### src/rtl/counter_pkg.sv
// counter_pkg: shared direction constants and saturating-increment helper for the counter family
package counter_pkg;
   localparam logic DIR_UP = 1'b1;
   localparam logic DIR_DN = 1'b0;
   function automatic logic [31:0] sat_inc(input logic [31:0] value, input int width);
      logic [31:0] top;
      top = (32'd1 << width) - 32'd1;
      return (value >= top) ? top : value + 32'd1;
   endfunction
endpackage

### src/rtl/counter_nbit_next.sv
// counter_nbit_next: next-count and terminal-event decode for a modulus up/down counter
import counter_pkg::*;

module counter_nbit_next #(
   parameter int WIDTH = 8
) (
   input  logic [WIDTH-1:0] q,
   input  logic [WIDTH-1:0] max,
   input  logic             m,
   input  logic             sat,
   output logic [WIDTH-1:0] next_q,
   output logic             term
);
   localparam logic [WIDTH:0] ONE = 1;
   logic             up;
   logic [WIDTH-1:0] inc_q;
   logic [WIDTH-1:0] dec_q;
   assign up    = m == DIR_UP;
   assign inc_q = WIDTH'({1'b0, q} + ONE);
   assign dec_q = WIDTH'({1'b0, q} - ONE);
   // Up terminates at or above max; down terminates only at zero, an out-of-range value snaps to max
   always_comb begin
      term   = up ? (q >= max) : (q == '0);
      next_q = up ? (term ? (sat ? max : '0) : inc_q)
                  : (q == '0) ? (sat ? '0 : max) : (q > max) ? max : dec_q;
   end
endmodule

### src/rtl/counter_nbit_mod.sv
// counter_nbit_mod: parametrised modulus up/down counter with load, wrap/saturate and terminal-event tracking
import counter_pkg::*;

module counter_nbit_mod #(
   parameter int WIDTH   = 8,
   parameter int EVT_W   = 4,
   parameter int RST_VAL = 0
) (
   input  logic             Clk,
   input  logic             Reset,
   input  logic             E,
   input  logic             M,
   input  logic             Ld,
   input  logic [WIDTH-1:0] D,
   input  logic [WIDTH-1:0] Max,
   input  logic             Sat,
   input  logic             Clr_ovf,
   output logic [WIDTH-1:0] Q,
   output logic             Cout,
   output logic             Ovf,
   output logic [EVT_W-1:0] Evt
);
   logic [WIDTH-1:0] next_q;
   logic             term;
   logic             hit;
   counter_nbit_next #(.WIDTH(WIDTH)) u_next (
      .q      (Q),
      .max    (Max),
      .m      (M),
      .sat    (Sat),
      .next_q (next_q),
      .term   (term)
   );
   assign hit = !Ld && E && term;
   // Count/load register with terminal pulse; a terminal event beats a same-edge clear
   always_ff @(posedge Clk) begin
      if (Reset) begin
         Q    <= WIDTH'(RST_VAL);
         Cout <= 1'b0;
         Ovf  <= 1'b0;
         Evt  <= '0;
      end else begin
         Q    <= Ld ? D : E ? next_q : Q;
         Cout <= hit;
         Ovf  <= hit | (Ovf & !Clr_ovf);
         Evt  <= hit ? (Clr_ovf ? EVT_W'(1) : EVT_W'(sat_inc(32'(Evt), EVT_W)))
                     : (Clr_ovf ? '0 : Evt);
      end
   end
endmodule

### config.mk
export PLATFORM = sky130hd
export DESIGN_NAME = counter_nbit_mod
export DESIGN_NICKNAME = d
export VERILOG_FILES = /design/src/rtl/counter_pkg.sv /design/src/rtl/counter_nbit_next.sv /design/src/rtl/counter_nbit_mod.sv
export SDC_FILE = /design/constraint.sdc
export NUM_CORES = 1
export LEC_CHECK = 0
export BUFFER_PORTS_ARGS = -buffer_cell sky130_fd_sc_hd__buf_2
export CORE_MARGIN = 2
export CORE_UTILIZATION = 35
export DETAILED_ROUTE_END_ITERATION = 8
export PLACE_DENSITY = 0.66
export SYNTH_ARGS = -nofsm -noshare
export SYNTH_HDL_FRONTEND = slang
export SYNTH_HIERARCHICAL = 1
export SYNTH_SLANG_ARGS = --single-unit
### constraint.sdc
create_clock -name Clk -period 3.4 [get_ports Clk]
set_input_delay 0.34 -clock Clk [delete_from_list [all_inputs] [get_ports Clk]]
set_output_delay 0.34 -clock Clk [all_outputs]
set_load 0.005 [all_outputs]
# Word-level counts from Yosys, hierarchy flattened
# Cells that the tools add are included.
# Widths: inputs -> output; s select.
# word_totals
inputBits	23
reg_bits	14
elab_cells	32
out_inout_bits	14
# op_classes
n_bitwise	2
reduce_logical	7
n_mux	13
addsub	3
n_lt_le_gt_ge	3
# op_table
op	count
$mux 8	8
$mux 4	4
$add 8x1->8 const B	1
$ge 8x8->1	1
$gt 8x8->1	1
$logic_not 8->1	1
$sub 8x1->8 const B	1
$add 4x1->4 const B	1
$ge 4x4->1 const B	1
$reduce_bool 2->1	2
$logic_and 1x1->1	2
$logic_not 1->1	2
$and 1x1->1	1
$mux 1	1
$or 1x1->1	1

# Longest topological paths before layout
# depth
word_depth	6
ltp_mapped	12
ltp_nobuf	11

# By module
# The synthesis kept the hierarchy.
# by_module_without_submodules
module	area_per_inst_um2	n_inst	cells_each	seq_area_each_um2
counter_nbit_next	673.1	1	93	0.0
counter_nbit_mod	648.1	1	62	280.3

# Worst setup path before layout
# Ideal clock, no wire load.
# synth_timing
kind	register to register
from	reg Q[7]
to	reg Q[2]
path_stages_with_launch	12
setup_ns	0.128
period_less_slack_ns	2.633
slack_ns	0.767
path_buffers	1
t_required_ns	3.272
t_arrival_ns	2.505
path_cell_list	dfxtp_1 > ha_1 > a21oi_1 > o21a_1 > nor2_1 > nor4_1 > clkbuf_1 > nand4b_1 > o211ai_1 > mux2_2 > mux2i_1 > nor2_1
# synth_via
elab_chain_len	6
word_cells_on_any_way	10
classes_between	order compare (2); mux (7); reduce/logical (1)
# synth_rtl
item	line_no	source
start, declared	counter_nbit_mod.sv:18	output logic [WIDTH-1:0] Q,
start signal, assigned	counter_nbit_mod.sv:38	Q <= WIDTH'(RST_VAL);
start signal, assigned	counter_nbit_mod.sv:43	Q <= Ld ? D : E ? next_q : Q;
$gt 8x8->1, or another cell as far along	counter_nbit_next.sv:25	: (q == '0) ? (sat ? '0 : max) : (q > max) ? max : dec_q;
$mux 8 / $mux 1 (equally long branches)	counter_nbit_next.sv:25, counter_nbit_next.sv:23	
$mux 8 (on tied branches)	counter_nbit_next.sv:25, counter_nbit_next.sv:24	
$mux 8 (*)	counter_nbit_next.sv:24	next_q = up ? (term ? (sat ? max : '0) : inc_q)
net next_q[2]	counter_nbit_mod.sv:23	logic [WIDTH-1:0] next_q;
$mux 8 (*) (2 in a row)	counter_nbit_mod.sv:43	
# The timed path passes the listed nets; every way through them passes the cells marked *. The select of a mux whose other input is x is not followed.
# A chain may end at the register's enable or synchronous reset.

# Worst setup path after layout
# layout_timing
from	reg Q[4]
to	reg Q[5]
# layout_via
elab_chain_len	6
word_cells_on_any_way	12
classes_between	add/sub (2); order compare (2); mux (7); reduce/logical (1)
# layout_rtl
item	line_no	source
$sub 8x1->8, or another cell as far along	counter_nbit_next.sv:20	assign dec_q = WIDTH'({1'b0, q} - ONE);
$mux 8 / $mux 1 (equally long branches)	counter_nbit_next.sv:25, counter_nbit_next.sv:23	
$mux 8 (on tied branches)	counter_nbit_next.sv:25, counter_nbit_next.sv:24	
$mux 8 (*)	counter_nbit_next.sv:24	
net next_q[5]	counter_nbit_mod.sv:23	
$mux 8 (*) (2 in a row)	counter_nbit_mod.sv:43	
# Marks and branches as above.

==> flow_summary_export.csv <==
group,metric,value,unit
route,routed_wl,3190,um
cts,clock_sinks,14,
critical_path,arrival,2.81,ns
route,antenna_left,0,
floorplanning,coreArea,3630,sq um
layout,multi_input_area,957,sq um
synth,seq_area_frac_synth,21.2,%
timing,worst_slew_pin_slew,0.382,ns
cts,post_cts_buffers,0,
synth,synth-edff-count,0,
floorplanning,rows,22,
global_route,grt.overflow.total,0,
route,vias,1235,
flow_run,cap_violations,0,
floorplanning,initial_utilization,36.4,%
cts,clockBufferDepth,2,
placed_design,port_buffers,36,
cts,cts_hold_buf,0,
floorplanning,ios,37,
timing,slew_headroom,74.4,%
synth,yosysUniqueCellTypes,41,
synth,synth_warnings,6,
critical_path,r2r_start,"Q[4]",
critical_path,path_max_fanout,10,
layout,most-common-layout-cells,"36 x buf_2, 23 x nor2_1, 14 x dfxtp_1",
synth,ys_ff_latch,14,
timing,rsz0062_at_grt,"no",
critical_path,slowest_stage,"or4_4",
critical_path,reg2reg_slack,0.71,ns
timing,setup_viol,0,
critical_path,crit_chain,"or4_4 > nor4b_4 > nor3b_2 > a21oi_2 > nor3b_4 > a221o_1 > mux2_2 > mux2i_1 > nor2_1",
cts,clkTransAtPathRegs,0.06,ns
power,power.density,360,nW/um^2
global_route,track_usage,15.4,%
timing,max_freq,372,MHz
synth,syn_area,1320,sq um
timing,slew_viol_final,0,
route,vias_per_cell,5.21,
layout,antennaDiodeCount,0,
layout,final_common_cell,"buf_2",
cts,cts_max_level,1,
route,drt-initial-drc-count,35,
worst_hold_path,min_to,"Evt[3]",
route,drc,0,
timing,layout_min_cycle_time,2.69,ns
timing,hold_violations,0,
cts,cts_tree,"done",
critical_path,rr_worst_depth,9,
floorplanning,die_h,65.4,um
critical_path,cp-start-kind,"register",
critical_path,path_class,"reg2reg",
critical_path,crit_required,3.52,ns
cts,tritoncts.num_buffers,3,
layout,syn_to_final_growth,20.0,%
critical_path,cp-startpoint,"Q[4]",
timing,finalCritPeriodShare,79.1,%
timing,fin_ws,0.709,ns
critical_path,critical_path.max_stage_delay,0.59,ns
placed_design,dp_hpwl,2480,um
layout,layout-drive-gt1-share,31.2,%
cts,clk_latency,0.24,ns
route,dr.pass1.iters,4,
global_route,grt_antenna_before_repair,0,
floorplanning,dieWidth,65.4,um
critical_path,r2r-end,"Q[5]",
worst_hold_path,whs_path_depth,2,
placed_design,place.gp.congestion,0.770,
synth,synth_area_per_cell,8.52,sq um
cts,clockRootBuffer,"clkbuf_8",
worst_hold_path,hold_class,"in2reg",
critical_path,cp-end-kind,"register",
layout,fill_cells,389,
layout,layout.nets,225,
synth,syn_inst,155,
global_route,grt_first_pass_wirelength,5240,um
synth,synthFlopType,"dfxtp_1",
global_route,grt_pass1_vias,1181,
global_route,grt_max_degree,15,
cts,cts_resized,0,
route,drt-wirelength-per-cell,13.4,um
timing,final.setup.tns,0,ns
run_status,run_status,"finished clean",
synth,synth_fp_nets,190,
power,leakage,0.000744,uW
placed_design,post-place-ws,0.722,ns
layout,ff_latch_area,280,sq um
timing,skew,0.00126,ns
power,ir_drop,0.246,mV
synth,synthArstFlopShare,0,%
worst_hold_path,hold_path.startpoint,"Clr_ovf",
floorplanning,dieArea,4280,sq um
-- metal layers --
metal	part of all wire, %	GRT usage [%]
met5	0	0
met4	0.50	4.69
met3	4.6	2.57
met2	48	26.8
met1	47	19.3
-- cell families (layout without fill, tap and decap cells) --
group                      count (synthesis)  after routing  share of synthesized area (%)
adders and majority gates                 12             12                           11.4
muxes                                     16             16                           12.9
buffers and inverters                     19             53                           6.82
AOI/OAI and AO/OA                         27             27                           16.2
DFF                                       14             14                           21.2
and+or+nand+nor                           56             56                           24.2
xor gates and xnor gates                  11             11                           7.29
-- critical path: cells and delay by family, from the launching register on --
kind	cells	cell delay, ns
multiplexers	2	0.38
flip-flops	1	0.41
AND/OR/NAND/NOR	5	1.33
AO/OA/AOI/OAI	2	0.44
-- cell type report --
type | count | area share [%]
Clock buffer | 4 | 3.47
Multi-Input combinational cell | 122 | 60.4
Timing Repair Buffer | 37 | 11.8
Sequential cell | 14 | 17.7
Tap cell | 48 | 3.79
Inverter | 12 | 2.84
-- cells in the mapped netlist (4+ instances only) --
master,instances,share of area [%]
nor3_1,4,1.5
nand2_1,6,1.7
a221o_1,5,3.8
inv_1,12,3.4
mux2i_1,8,6.1
xor2_1,6,4.0
dfxtp_1,14,21
xnor2_1,5,3.3
ha_1,12,11
a21oi_1,6,2.3
nor2_1,23,6.5
mux2_2,8,6.8
-- worst max path at each step --
stage          endpoint  slack [ns]
6_report           Q[5]        0.71
5_1_grt            Q[3]        0.50
4_1_cts            Q[3]        0.70
3_5_place_dp       Q[3]        0.72
3_3_place_gp       Q[6]        0.76
2_1_floorplan      Q[2]        0.77
-- flip-flops by register name, indices dropped and copies added (netlist names) --
name / cells
Cout: 1
Q: 8
Evt: 4
Ovf: 1
-- through the flow --
stage	cells	area [sq um]	total power, uW	hold slack [ns]	utilization, %
floorplan	155	1320	357	0.409	-
global placement	233	1530	413	0.478	42.1
detailed placement	233	1530	416	0.485	42.1
CTS	237	1590	574	0.316	43.6
global route	237	1590	606	0.332	43.6
finish	237	1590	571	0.319	43.6
-- where the power goes --
| group | internal, uW | switching, uW |
|---|---|---|
| Combinational | 109 | 104 |
| Sequential | 175 | 26.5 |
| Clock | 102 | 53.5 |
| Total | 387 | 184 |
Power figures use the tool's default switching activity.
